--- config.mk ---
export PLATFORM = sky130hd
export DESIGN_NAME = chunked_serial_adder
export DESIGN_NICKNAME = d
export VERILOG_FILES = /design/src/rtl/chunked_serial_adder.sv
export SDC_FILE = /design/constraint.sdc
export NUM_CORES = 1
export LEC_CHECK = 0
export BUFFER_PORTS_ARGS = -buffer_cell sky130_fd_sc_hd__buf_2
export CORE_ASPECT_RATIO = 0.5
export CORE_UTILIZATION = 56
export CTS_BUF_LIST = sky130_fd_sc_hd__clkbuf_16
export DETAILED_ROUTE_END_ITERATION = 10
export GPL_ROUTABILITY_DRIVEN = 0
export PLACE_DENSITY = 0.79
export SLEW_MARGIN = 0
export SYNTH_ARGS = -nofsm -noshare
export SYNTH_HDL_FRONTEND = slang
export SYNTH_SLANG_ARGS = --single-unit
--- constraint.sdc ---
create_clock -name clk -period 3.84 [get_ports clk]
set_input_delay 0.768 -clock clk [delete_from_list [all_inputs] [get_ports clk]]
set_output_delay 0.768 -clock clk [all_outputs]
set_load 0.05 [all_outputs]
--- src/rtl/chunked_serial_adder.sv ---
// chunked_serial_adder: multi-cycle WIDTH-bit add/subtract built from one
// CHUNK-bit ripple slice and a registered carry, CHUNK bits per clock.
//
// Ports:
//   clk    - system clock, rising edge
//   rst_n  - synchronous active-low reset
//   start  - operation request, sampled only while idle
//   a, b   - operands, captured on the accepting edge
//   cin    - carry-in (add) / borrow-in (sub), captured on the accepting edge
//   sub    - 0: a+b+cin, 1: a-b-cin, captured on the accepting edge
//   busy   - high while an operation is running or completing
//   done   - one-cycle pulse, result valid
//   sum    - registered result, updated only on completion
//   cout   - final carry; in subtract mode 1 means no borrow
//   ovf    - two's-complement signed overflow
module chunked_serial_adder #(
  parameter int unsigned WIDTH = 32,
  parameter int unsigned CHUNK = 8
) (
  input  logic             clk,
  input  logic             rst_n,
  input  logic             start,
  input  logic [WIDTH-1:0] a,
  input  logic [WIDTH-1:0] b,
  input  logic             cin,
  input  logic             sub,
  output logic             busy,
  output logic             done,
  output logic [WIDTH-1:0] sum,
  output logic             cout,
  output logic             ovf
);

  localparam int unsigned NCHUNK = WIDTH / CHUNK;
  localparam int unsigned CNT_W  = (NCHUNK > 1) ? $clog2(NCHUNK) : 1;
  localparam int unsigned IDX_W  = (WIDTH > 1) ? $clog2(WIDTH) : 1;

  typedef enum logic [1:0] {
    S_IDLE = 2'd0,
    S_RUN  = 2'd1,
    S_DONE = 2'd2
  } state_t;

  state_t             r_state;
  state_t             w_state_nxt;
  logic               r_busy;
  logic               r_done;
  logic [CNT_W-1:0]   r_cnt;
  logic [WIDTH-1:0]   r_opa;
  logic [WIDTH-1:0]   r_opb;
  logic               r_carry;
  logic [WIDTH-1:0]   r_work;
  logic [WIDTH-1:0]   r_sum;
  logic               r_cout;
  logic               r_ovf;

  logic               w_accept;
  logic               w_last;
  logic [IDX_W-1:0]   w_base;
  logic [CHUNK-1:0]   w_a_chk;
  logic [CHUNK-1:0]   w_b_chk;
  logic [CHUNK:0]     w_ext;
  logic [WIDTH-1:0]   w_merged;
  logic               w_ovf;

  assign w_accept = (r_state == S_IDLE) && start;
  assign w_last   = (r_state == S_RUN) && (r_cnt == CNT_W'(NCHUNK - 1));

  // Next-state decode
  always_comb begin
    w_state_nxt = r_state;
    case (r_state)
      S_IDLE:  if (start)  w_state_nxt = S_RUN;
      S_RUN:   if (w_last) w_state_nxt = S_DONE;
      S_DONE:  w_state_nxt = S_IDLE;
      default: w_state_nxt = S_IDLE;
    endcase
  end

  // State register; busy/done are registered decodes of the next state
  always_ff @(posedge clk) begin
    if (!rst_n) begin
      r_state <= S_IDLE;
      r_busy  <= 1'b0;
      r_done  <= 1'b0;
    end else begin
      r_state <= w_state_nxt;
      r_busy  <= (w_state_nxt != S_IDLE);
      r_done  <= (w_state_nxt == S_DONE);
    end
  end

  // One CHUNK-bit ripple slice selected by the chunk counter
  always_comb begin
    w_base   = IDX_W'(r_cnt * CHUNK);
    w_a_chk  = r_opa[w_base +: CHUNK];
    w_b_chk  = r_opb[w_base +: CHUNK];
    w_ext    = {1'b0, w_a_chk} + {1'b0, w_b_chk} + (CHUNK + 1)'(r_carry);
    w_merged = r_work;
    w_merged[w_base +: CHUNK] = w_ext[CHUNK-1:0];
    // Operand B is already inverted for subtract, so one rule covers both modes
    w_ovf    = (r_opa[WIDTH-1] == r_opb[WIDTH-1]) &&
               (w_ext[CHUNK-1] != r_opa[WIDTH-1]);
  end

  // Operand capture, per-chunk accumulation and result publication
  always_ff @(posedge clk) begin
    if (!rst_n) begin
      r_cnt   <= '0;
      r_opa   <= '0;
      r_opb   <= '0;
      r_carry <= 1'b0;
      r_work  <= '0;
      r_sum   <= '0;
      r_cout  <= 1'b0;
      r_ovf   <= 1'b0;
    end else if (w_accept) begin
      r_opa   <= a;
      r_opb   <= sub ? ~b : b;
      r_carry <= sub ? ~cin : cin;
      r_cnt   <= '0;
      r_work  <= '0;
    end else if (r_state == S_RUN) begin
      r_work  <= w_merged;
      r_carry <= w_ext[CHUNK];
      r_cnt   <= w_last ? '0 : r_cnt + CNT_W'(1);
      if (w_last) begin
        r_sum  <= w_merged;
        r_cout <= w_ext[CHUNK];
        r_ovf  <= w_ovf;
      end
    end
  end

  assign busy = r_busy;
  assign done = r_done;
  assign sum  = r_sum;
  assign cout = r_cout;
  assign ovf  = r_ovf;

endmodule

==> summary by stage <==
GRT
Global routing finished with a remaining overflow of 0. In this run the most used layer during global routing was met2. The global-route usage over all layers is roughly a quarter.

Global routing consumed, on the met3 layer, about 5.3% of the routing resources. The largest net degree at the start of global routing is approximately 110. The first global-routing pass estimated 22500 µm of wire. The fraction of met1 tracks used by global routing is 36.0%.

The via count of the first global-routing pass is approximately 4600. The met2 usage is a little over two fifths. The number of antenna violations at the first check in global routing came to 0.

Critical path
The setup path with the least slack is of type reg2reg. The worst endpoint required time is 4.15 ns. The nature of the critical path startpoint is a register. The maximum fanout count along the critical path is 9. The worst setup path is captured at a register. The data arrival time at the worst-slack endpoint is 3.80 ns.

Clock network
The maximum level of the CTS H-tree is 4. The clock tree from TritonCTS is done. The clock-pin slew reported for the worst setup and hold paths after clock tree synthesis is 0.06 ns. The number of setup buffers added after CTS is 0. The number of hold buffers added after cts is 0. Clock latency on the worst-skew pair, taken at its later pin, is 0.42 ns. The clock net in this run drives a total of 129 sinks. TritonCTS created 17 clock buffers. Post-CTS repair changed the size of 0 cells.

The tree is rooted in a sky130_fd_sc_hd__clkbuf_16. The number of buffers between clock root and the deepest sink is 2.

Finish
The most common cell after layout, fill and taps aside is sky130_fd_sc_hd__nand2_1. The area growth from synthesis to final layout is 18.9%. Fill cells in the final layout number 797. The flip-flop and latch area is 2580 µm². The number of inserted diodes is 0.

The total area of multi-input combinational cells is between 3000 and 4000 µm². The count of nets after finishing is between 700 and 800. The library cells used most frequently in the layout, excluding fill and tap cells, are sky130_fd_sc_hd__nand2_1 (137), sky130_fd_sc_hd__dfxtp_1 (129), sky130_fd_sc_hd__buf_2 (104), sky130_fd_sc_hd__o211a_1 (41), sky130_fd_sc_hd__a21boi_0 (40). Cells with a size suffix above 1 make up about a quarter of the layout.

Floorplanning
The placeable core region is approximately 10000 µm². The number of placement rows is 26. The number of ports placed on the die boundary is 105. The die is 148 µm wide.

The height of the die is 74.9 µm. The die outline area is 11100 µm². The initial utilization of the core area, before any placement, comes to between 50 and 60%.

Route
The count of nets left with antenna violations once routing finished came out at 0. The via density per instance is 5.74. Detailed routing inserted a total of about 5000 vias. The wire length after detailed routing is 14100 µm. The remaining design rule violation count is 0.

The total iterations of the first detailed-routing run is 6. The starting DRC count in detailed routing is about 430. In the final routed layout, each cell accounts on average for 16.4 µm.

Placement
At the placement stage, the worst setup path has a slack of 0.392 ns. Detailed placement ended at an HPWL of 9260 µm. The count of input and output buffers is between 100 and 150.

Worst hold path
The min-delay analysis places its worst path in the category reg2reg.

Synthesis
The synthesized netlist net count is 711. The cell type with the highest aggregate area in the netlist is sky130_fd_sc_hd__dfxtp_1. For this run, the leading register cell type out of synthesis is sky130_fd_sc_hd__dfxtp_1.

The synthesized design contains 129 register bits. Sequential cells were found to cover 43.4% of the synthesized design area. Ranked by total cell area, the synthesized netlist is headed by sky130_fd_sc_hd__dfxtp_1 (43%), sky130_fd_sc_hd__nand2_1 (8.6%), sky130_fd_sc_hd__o211a_1 (6.9%).

The synthesized design contains 0 enable-type register cells. The cell area after synthesis is 5950 µm². The Yosys warning count is 0. Counting flops with an async set or reset pin after synthesis yields a share of 0%. Each instance of the synthesized netlist takes up on average 9.47 µm². The synthesized instance count is 628. The area share of the largest cell type after synthesis is 43.4%. In this run, distinct cell masters in the synthesized netlist total 50.

Run status
The run finished with clean final reports.

STA
After layout, the worst path uses 90.7% of the clock period. The aggregate negative setup slack is 0 ns. Between clock sinks in the finished design, the worst skew comes to 0.00696 ns. The minimum clock period is 3.48 ns. The number of pins exceeding their max-slew limit in the final report came to 0. The highest clock rate is 0.287 GHz.

The slew of the pin with the lowest slew margin is between 0.9 and 1 ns. Setup repair after global routing left no endpoint under its margin. Setup violations remaining at the end of the flow were counted as 0. The worst slack on hold paths is 0.463 ns. The number of hold violations in the final report is 0.

The worst pin sits at a relative slew slack of 34.3%. The worst setup slack after layout is roughly 0.36 ns.

Job
The max-capacitance violation count is 0.

Power
For this design the ratio of total power to cell area is about 500 nW/µm². For this design the static power due to leakage is roughly 3.2 nW. IR analysis of the VDD net gives a maximum drop of 0.276 mV.
-- logic make-up (layout without fill, tap and decap cells) --
| family | count (synthesis) | count (layout) | synth area share, % |
|---|---|---|---|
| flops | 129 | 129 | 43.4 |
| mux | 16 | 16 | 6.06 |
| fa+ha+maj | 14 | 14 | 3.20 |
| xor+xnor | 38 | 38 | 5.60 |
| buf+inv | 55 | 149 | 4.19 |
| compound gates | 182 | 182 | 23.5 |
| simple gates | 194 | 194 | 14.0 |
-- routing by layer --
layer,vias up,routed length (µm)
li1,2393,-
met1,2361,6740
met2,179,6380
met3,19,789
met4,0,203
met5,-,0
-- critical path, stage by stage (launching register included) --
cell and delay [ns]:
sky130_fd_sc_hd__dfxtp_1 0.59, sky130_fd_sc_hd__mux4_2 0.59, sky130_fd_sc_hd__fa_1 0.46, sky130_fd_sc_hd__fa_1 0.42, sky130_fd_sc_hd__a21o_1 0.20, sky130_fd_sc_hd__a221oi_2 0.35, sky130_fd_sc_hd__xnor2_1 0.28, sky130_fd_sc_hd__nand3_1 0.23
sky130_fd_sc_hd__o22ai_1 0.25
-- stage by stage --
step,instances,cell area [µm²],utilization (%),power [mW]
floorplan,628,5950,-,1.77
global placement,830,6480,63.2,1.89
detailed placement,830,6480,63.2,1.90
CTS,862,7070,69.0,3.51
global route,862,7070,69.0,3.61
finish,862,7070,69.0,3.50
-- layout make-up --
| class | count | share of cell area (%) |
|---|---|---|
| timing repair buffer | 111 | 8.11 |
| clock inverter | 15 | 2.37 |
| inverter | 6 | 0.319 |
| multi-input combinational | 444 | 44.2 |
| sequential | 129 | 36.5 |
| clock buffer | 17 | 6.02 |
| tap | 140 | 2.48 |
-- final timing paths --
kind	from	to	slack (ns)	cells past startpoint
worst max register to register	r_cnt[0]	r_work[6]	0.36	8
worst min register to register	sum[28]	sum[28]	0.46	2
worst max-delay path	r_cnt[0]	r_work[6]	0.36	8
worst min-delay path	sum[28]	sum[28]	0.46	2
-- flip-flops by register name, summed over array words and instances, names as in the netlist --
signal,flops
sum,32
ovf,1
r_cnt,2
r_state,2
done,1
r_work,24
r_opb,32
r_opa,32
busy,1
cout,1
r_carry,1
-- cells in the mapped netlist (3+ instances only) --
| cell | number |
|---|---|
| sky130_fd_sc_hd__a211oi_1 | 13 |
| sky130_fd_sc_hd__a21boi_0 | 40 |
| sky130_fd_sc_hd__a21o_1 | 3 |
| sky130_fd_sc_hd__a21oi_1 | 19 |
| sky130_fd_sc_hd__a221oi_1 | 9 |
| sky130_fd_sc_hd__a22oi_1 | 18 |
| sky130_fd_sc_hd__and3_1 | 3 |
| sky130_fd_sc_hd__buf_1 | 7 |
| sky130_fd_sc_hd__buf_2 | 10 |
| sky130_fd_sc_hd__buf_6 | 3 |
| sky130_fd_sc_hd__clkbuf_1 | 27 |
| sky130_fd_sc_hd__dfxtp_1 | 129 |
| sky130_fd_sc_hd__ha_1 | 12 |
| sky130_fd_sc_hd__inv_1 | 5 |
| sky130_fd_sc_hd__mux4_2 | 16 |
| sky130_fd_sc_hd__nand2_1 | 137 |
| sky130_fd_sc_hd__nand3_1 | 5 |
| sky130_fd_sc_hd__nor2_1 | 31 |
| sky130_fd_sc_hd__nor3_2 | 3 |
| sky130_fd_sc_hd__o211a_1 | 41 |
| sky130_fd_sc_hd__o21ai_0 | 26 |
| sky130_fd_sc_hd__o22ai_1 | 3 |
| sky130_fd_sc_hd__xnor2_1 | 36 |
-- report_power, final --
group	internal (mW)	switching [mW]
logic	0.176	0.257
registers	1.40	0.0436
clock network	1.01	0.601
Note: power is estimated with default switching activity, not from simulation.
